`config.mk`:
```
export PLATFORM = sky130hd
export DESIGN_NAME = ark_column_collector
export DESIGN_NICKNAME = d
export VERILOG_FILES = /design/src/rtl/ark_column_collector.sv
export SDC_FILE = /design/constraint.sdc
export NUM_CORES = 1
export LEC_CHECK = 0
export ABC_AREA = 1
export CAP_MARGIN = 20
export CORE_ASPECT_RATIO = 0.6
export CORE_UTILIZATION = 45
export CTS_CLUSTER_SIZE = 16
export DETAILED_ROUTE_END_ITERATION = 8
export DONT_BUFFER_PORTS = 1
export GPL_TIMING_DRIVEN = 0
export SYNTH_ARGS = -nofsm -noshare
export SYNTH_HDL_FRONTEND = slang
export SYNTH_SLANG_ARGS = --single-unit
```
`constraint.sdc`:
```
create_clock -name clk -period 6.75 [get_ports clk]
set_input_delay 1.35 -clock clk [delete_from_list [all_inputs] [get_ports clk]]
set_output_delay 1.35 -clock clk [all_outputs]
set_load 0.02 [all_outputs]
```
`src/rtl/ark_column_collector.sv`:
```
// ark_column_collector: AddRoundKey column collector for the AES encrypt datapath.
// Takes one MixColumns output column per cycle, XORs it with the matching round-key
// word and assembles NB columns into a 128-bit state presented on a valid/ready port.
// Optional feature macro: ARK_DOUBLE_BUF_EN (a second collect buffer lets the next state
// fill while the current one is held, giving one state per 4 cycles).
// Two banks are always present: the displayed bank drives state_out, the other bank
// is filled in the background, so state_out only changes when a new state is presented.

module ark_column_collector #(
  parameter int unsigned NB         = 4,
  parameter bit          KEY_SAMPLE = 1'b1
) (
  input  logic              clk,
  input  logic              rst,
  input  logic              col_valid,
  output logic              col_ready,
  input  logic [31:0]       col_data,
  input  logic [32*NB-1:0]  round_key,
  input  logic              abort,
  output logic              state_valid,
  input  logic              state_ready,
  output logic [32*NB-1:0]  state_out
);

  localparam int unsigned W  = 32 * NB;
  localparam int unsigned CW = (NB > 1) ? $clog2(NB) : 1;
  localparam logic [CW-1:0] LastCol = CW'(NB - 1);

  // StHoldFull is only reachable with the double buffer: output held and alternate full
  typedef enum logic [1:0] {
    StCollect,
    StHold,
    StHoldFull
  } state_e;

  state_e          r_state;
  state_e          w_state_nxt;
  logic [CW-1:0]   r_cnt;
  logic [W-1:0]    r_bank [2];
  logic            r_rd;
  logic [W-1:0]    r_key;

  logic            w_wr;
  logic            w_acc;
  logic            w_last;
  logic            w_hand;
  logic            w_swap;
  logic [31:0]     w_key_word;
  logic [31:0]     w_word;

  // The fill bank is always the one not being displayed
  assign w_wr   = ~r_rd;
  // abort wins over a column offered in the same cycle
  assign w_acc  = col_valid & col_ready & ~abort;
  assign w_last = w_acc & (r_cnt == LastCol);
  assign w_hand = state_valid & state_ready;

  // State register
  always_ff @(posedge clk) begin
    if (rst) begin
      r_state <= StCollect;
    end else begin
      r_state <= w_state_nxt;
    end
  end

  // Next-state logic; w_swap marks the cycle a completed bank becomes the displayed one
  always_comb begin
    w_state_nxt = r_state;
    w_swap      = 1'b0;
    unique case (r_state)
      StCollect: begin
        if (w_last) begin
          w_state_nxt = StHold;
          w_swap      = 1'b1;
        end
      end
      StHold: begin
`ifdef ARK_DOUBLE_BUF_EN
        if (w_last && w_hand) begin
          // hand-off and completion together: stay valid, switch banks
          w_swap = 1'b1;
        end else if (w_last) begin
          w_state_nxt = StHoldFull;
        end else if (w_hand) begin
          w_state_nxt = StCollect;
        end
`else
        if (w_hand) begin
          w_state_nxt = StCollect;
        end
`endif
      end
      StHoldFull: begin
        if (w_hand) begin
          w_state_nxt = StHold;
          w_swap      = 1'b1;
        end
      end
      default: begin
        w_state_nxt = StCollect;
      end
    endcase
  end

  // Output decode from the current state
  always_comb begin
    state_valid = (r_state != StCollect);
`ifdef ARK_DOUBLE_BUF_EN
    col_ready   = (r_state != StHoldFull);
`else
    col_ready   = (r_state == StCollect);
`endif
    state_out   = r_bank[r_rd];
  end

  // Round-key word for the current slot; slot 0 always uses the live key
  always_comb begin
    w_key_word = '0;
    for (int i = 0; i < NB; i++) begin
      if (r_cnt == CW'(i)) begin
        if (KEY_SAMPLE && (i != 0)) begin
          w_key_word = r_key[W-1-32*i -: 32];
        end else begin
          w_key_word = round_key[W-1-32*i -: 32];
        end
      end
    end
    w_word = col_data ^ w_key_word;
  end

  // Column counter: wraps after the last column, cleared by abort
  always_ff @(posedge clk) begin
    if (rst) begin
      r_cnt <= '0;
    end else if (abort) begin
      r_cnt <= '0;
    end else if (w_acc) begin
      r_cnt <= w_last ? '0 : r_cnt + 1'b1;
    end
  end

  // Round-key snapshot taken with the first column of each state
  always_ff @(posedge clk) begin
    if (rst) begin
      r_key <= '0;
    end else if (w_acc && (r_cnt == '0)) begin
      r_key <= round_key;
    end
  end

  // Fill the background bank and flip the display pointer on completion
  always_ff @(posedge clk) begin
    if (rst) begin
      r_bank[0] <= '0;
      r_bank[1] <= '0;
      r_rd      <= 1'b0;
    end else begin
      if (w_acc) begin
        for (int b = 0; b < 2; b++) begin
          for (int i = 0; i < NB; i++) begin
            if ((w_wr == 1'(b)) && (r_cnt == CW'(i))) begin
              r_bank[b][W-1-32*i -: 32] <= w_word;
            end
          end
        end
      end
      if (w_swap) begin
        r_rd <= w_wr;
      end
    end
  end

endmodule

```
==> metrics.txt <==
status=completed; largest net degree at the start of global routing=26; vias per std cell=~5.5; GRT overflow=0; critical-path maximum fanout=10; synth unique cells=28; post-synthesis sequential area ratio=0.639; Synth Net Count=1573; Synth Area in Adders=0.00329; Num CTS Buffers=36; critical path arrival=2190 ps; WP data required=5400 ps; Initial DRC Count=930; placer congestion estimate=0.909; # setup viols final=0; Simple-Gate Fraction of Synth Area=0.170; DRC Markers=0; Ant. Diodes=0; Port Buf Inserts=0; vias in the first global route=9892; Max-slew headroom=0.416; Crit. End Element=primary output; antenna violations before repair=0; post-route ant nets=0; HPWL Detailed=~33 mm; DR pass1 iterations=7; Layout area overhead=12.7%; CTS tree=yes; first-pass GRT wire length=64.8 mm; Root Buffer=clkbuf_16; Pins Over Slew Limit=0; clk sinks=357; Synth Area in Compound Gates=0.0507; Synth Warn #=0; row count=51; post-CTS sizing=0; DRT Wirelength=45.2 mm; Leak=6.91 nW; Synth Area per Inst=10.8 µm²; post-synthesis mux area share=0.0948; final cycle utilization of the critical path=0.524; IO Pins=295; min cycle time layout=3540 ps; nets=1620; via count=10500; final instance area=approximately 17000 µm²; unrepaired setup endpoints after global routing=no; CP startpoint kind=flop; Peak Freq=282 MHz; final hold violations=0; VDD IR-drop max=152 µV; Post-Synth XOR/XNOR Area=0; Min-Delay Path Class=reg2reg; initial core utilization=0.463; cell area after synthesis=15200 µm²; maximum clock path buffer count=3; clock insertion delay at the later pin of the skew report=530 ps; Total GRT Usage=0.263; Chip Height=between 100 and 150 µm; Die Area=~35000 µm²; chip width=239 µm; mean routed wirelength per cell=23.4 µm; #FFs+latches synth=357; core area=about 33000 µm²; Worst Max-Slew Pin Slew=873 ps; Critical Setup Path Class=reg2out; setup_tns=0 ps; total number of H-tree levels=2; post-CTS setup buffer count=0; Worst-path clk slew=70 ps; Setup Skew=~16 ps; largest family of logic cells by synthesized area=simple AND/OR/NAND/NOR gates; max-cap viol count=0; Cell Area, Placed=16000 µm²; Syn Inst Count=approximately 1400; layout cells sized above 1=0.187; cts hold-fix bufs=0; power per cell area=288 nW/µm²
-- logic make-up (layout without fill, tap and decap cells) --
group / after synthesis / in the layout
simple gates: 634 / 634
flops: 357 / 357
compound gates: 152 / 152
buf+inv: 129 / 203
mux: 128 / 128
fa+ha+maj: 4 / 4
-- final cells by class --
cell class                 instances  area (µm²)
fill                            2940       15700
sequential                       357        9710
multi-input combinational        918        4890
clock buffer                      43         948
tap                              450         563
buffer                            82         460
clock inverter                    22         191
timing repair buffer               9         183
inverter                          47         179
-- stage by stage --
step	worst slack (ps)	power (mW)	std cells	hold slack, ps	utilization
after detailed placement	3150	3.00	1863	448	0.487
after CTS	3190	4.96	1928	457	0.522
final	3210	4.94	1928	459	0.522
after floorplan	2250	2.85	1404	429	-
after global placement	-419	2.98	1854	443	0.481
after global routing	3120	5.11	1928	475	0.522
-- worst max-delay path, cell delays in order, from the launching register on --
cell	delay, ps
dfxtp_1	320
clkbuf_1	400
buf_2	450
mux2_2	480
-- power breakdown --
part | switching, mW | internal (mW) | total [mW]
Sequential | 0.0350 | 2.47 | 2.50
Clock | 0.855 | 1.12 | 1.98
Combinational | 0.328 | 0.123 | 0.452
-- registers in the layout, indices dropped and copies added, names as in the netlist, named ones only --
name	cells
r_cnt	2
r_rd	1
r_key	96
r_bank	256
r_state	1
-- routing by layer --
metal	vias to the layer above	global-route usage	wire length (µm)
li1	4857	-	-
met1	5227	0.392	21200
met2	394	0.384	19100
met3	51	0.0653	4140
met4	0	0.0574	731
met5	-	0	0
-- final timing paths --
check                           startpoint  cells past startpoint  slack [ps]        endpoint
worst max-delay path                  flop                      3        3210   state_out[66]
worst min-delay path             r_key[79]                      2         460       r_key[79]
worst max register to register    r_cnt[0]                     10        3960  r_bank[0][103]
worst min register to register   r_key[79]                      2         460       r_key[79]
-- cells in the final DEF (no fill, tap or decap), types with 2 or more instances in the layout --
cell type / Yosys / layout
clkinvlp_4: 0 / 3
nand2_2: 0 / 6
mux2_2: 128 / 128
or2_1: 9 / 9
buf_2: 43 / 43
nand3b_1: 14 / 14
o21ai_1: 3 / 2
buf_12: 0 / 7
buf_6: 10 / 10
a21oi_1: 51 / 51
clkbuf_1: 22 / 28
nand3_1: 53 / 53
edfxtp_1: 256 / 256
bufinv_16: 0 / 3
buf_4: 6 / 6
inv_6: 0 / 2
inv_2: 5 / 5
a211oi_1: 2 / 2
nor2_1: 323 / 323
inv_1: 41 / 41
ha_1: 4 / 4
dfxtp_1: 101 / 101
nand2_1: 222 / 216
or2_2: 9 / 9
clkinv_2: 0 / 7
o21ai_0: 94 / 94
clkinv_1: 0 / 7
clkbuf_16: 0 / 37
-- Yosys cell counts --
| cell type | instances | area [µm²] |
|---|---|---|
| nand3b_1 | 14 | 105 |
| buf_6 | 10 | 113 |
| o21ai_1 | 3 | 15.0 |
| ha_1 | 4 | 50.1 |
| buf_4 | 6 | 45.0 |
| nor2_8 | 1 | 20.0 |
| nor2_2 | 1 | 6.26 |
| inv_4 | 1 | 6.26 |
| nor2_4 | 1 | 11.3 |
| o21ai_0 | 94 | 470 |
| or2_1 | 9 | 56.3 |
| nor2_1 | 323 | 1210 |
| clkbuf_1 | 22 | 82.6 |
| nand3_1 | 53 | 265 |
| inv_1 | 41 | 154 |
| or2_2 | 9 | 56.3 |
| dfxtp_1 | 101 | 2020 |
| nand2_1 | 222 | 833 |
| mux2_2 | 128 | 1440 |
| edfxtp_1 | 256 | 7690 |
| nand3b_4 | 1 | 20.0 |
| inv_2 | 5 | 18.8 |
| o211ai_1 | 1 | 7.51 |
| a21oi_1 | 51 | 255 |
| o31ai_1 | 1 | 7.51 |
| buf_2 | 43 | 215 |
| clkbuf_2 | 1 | 5.00 |
| a211oi_1 | 2 | 15.0 |
Power figures use the tool's default switching activity.
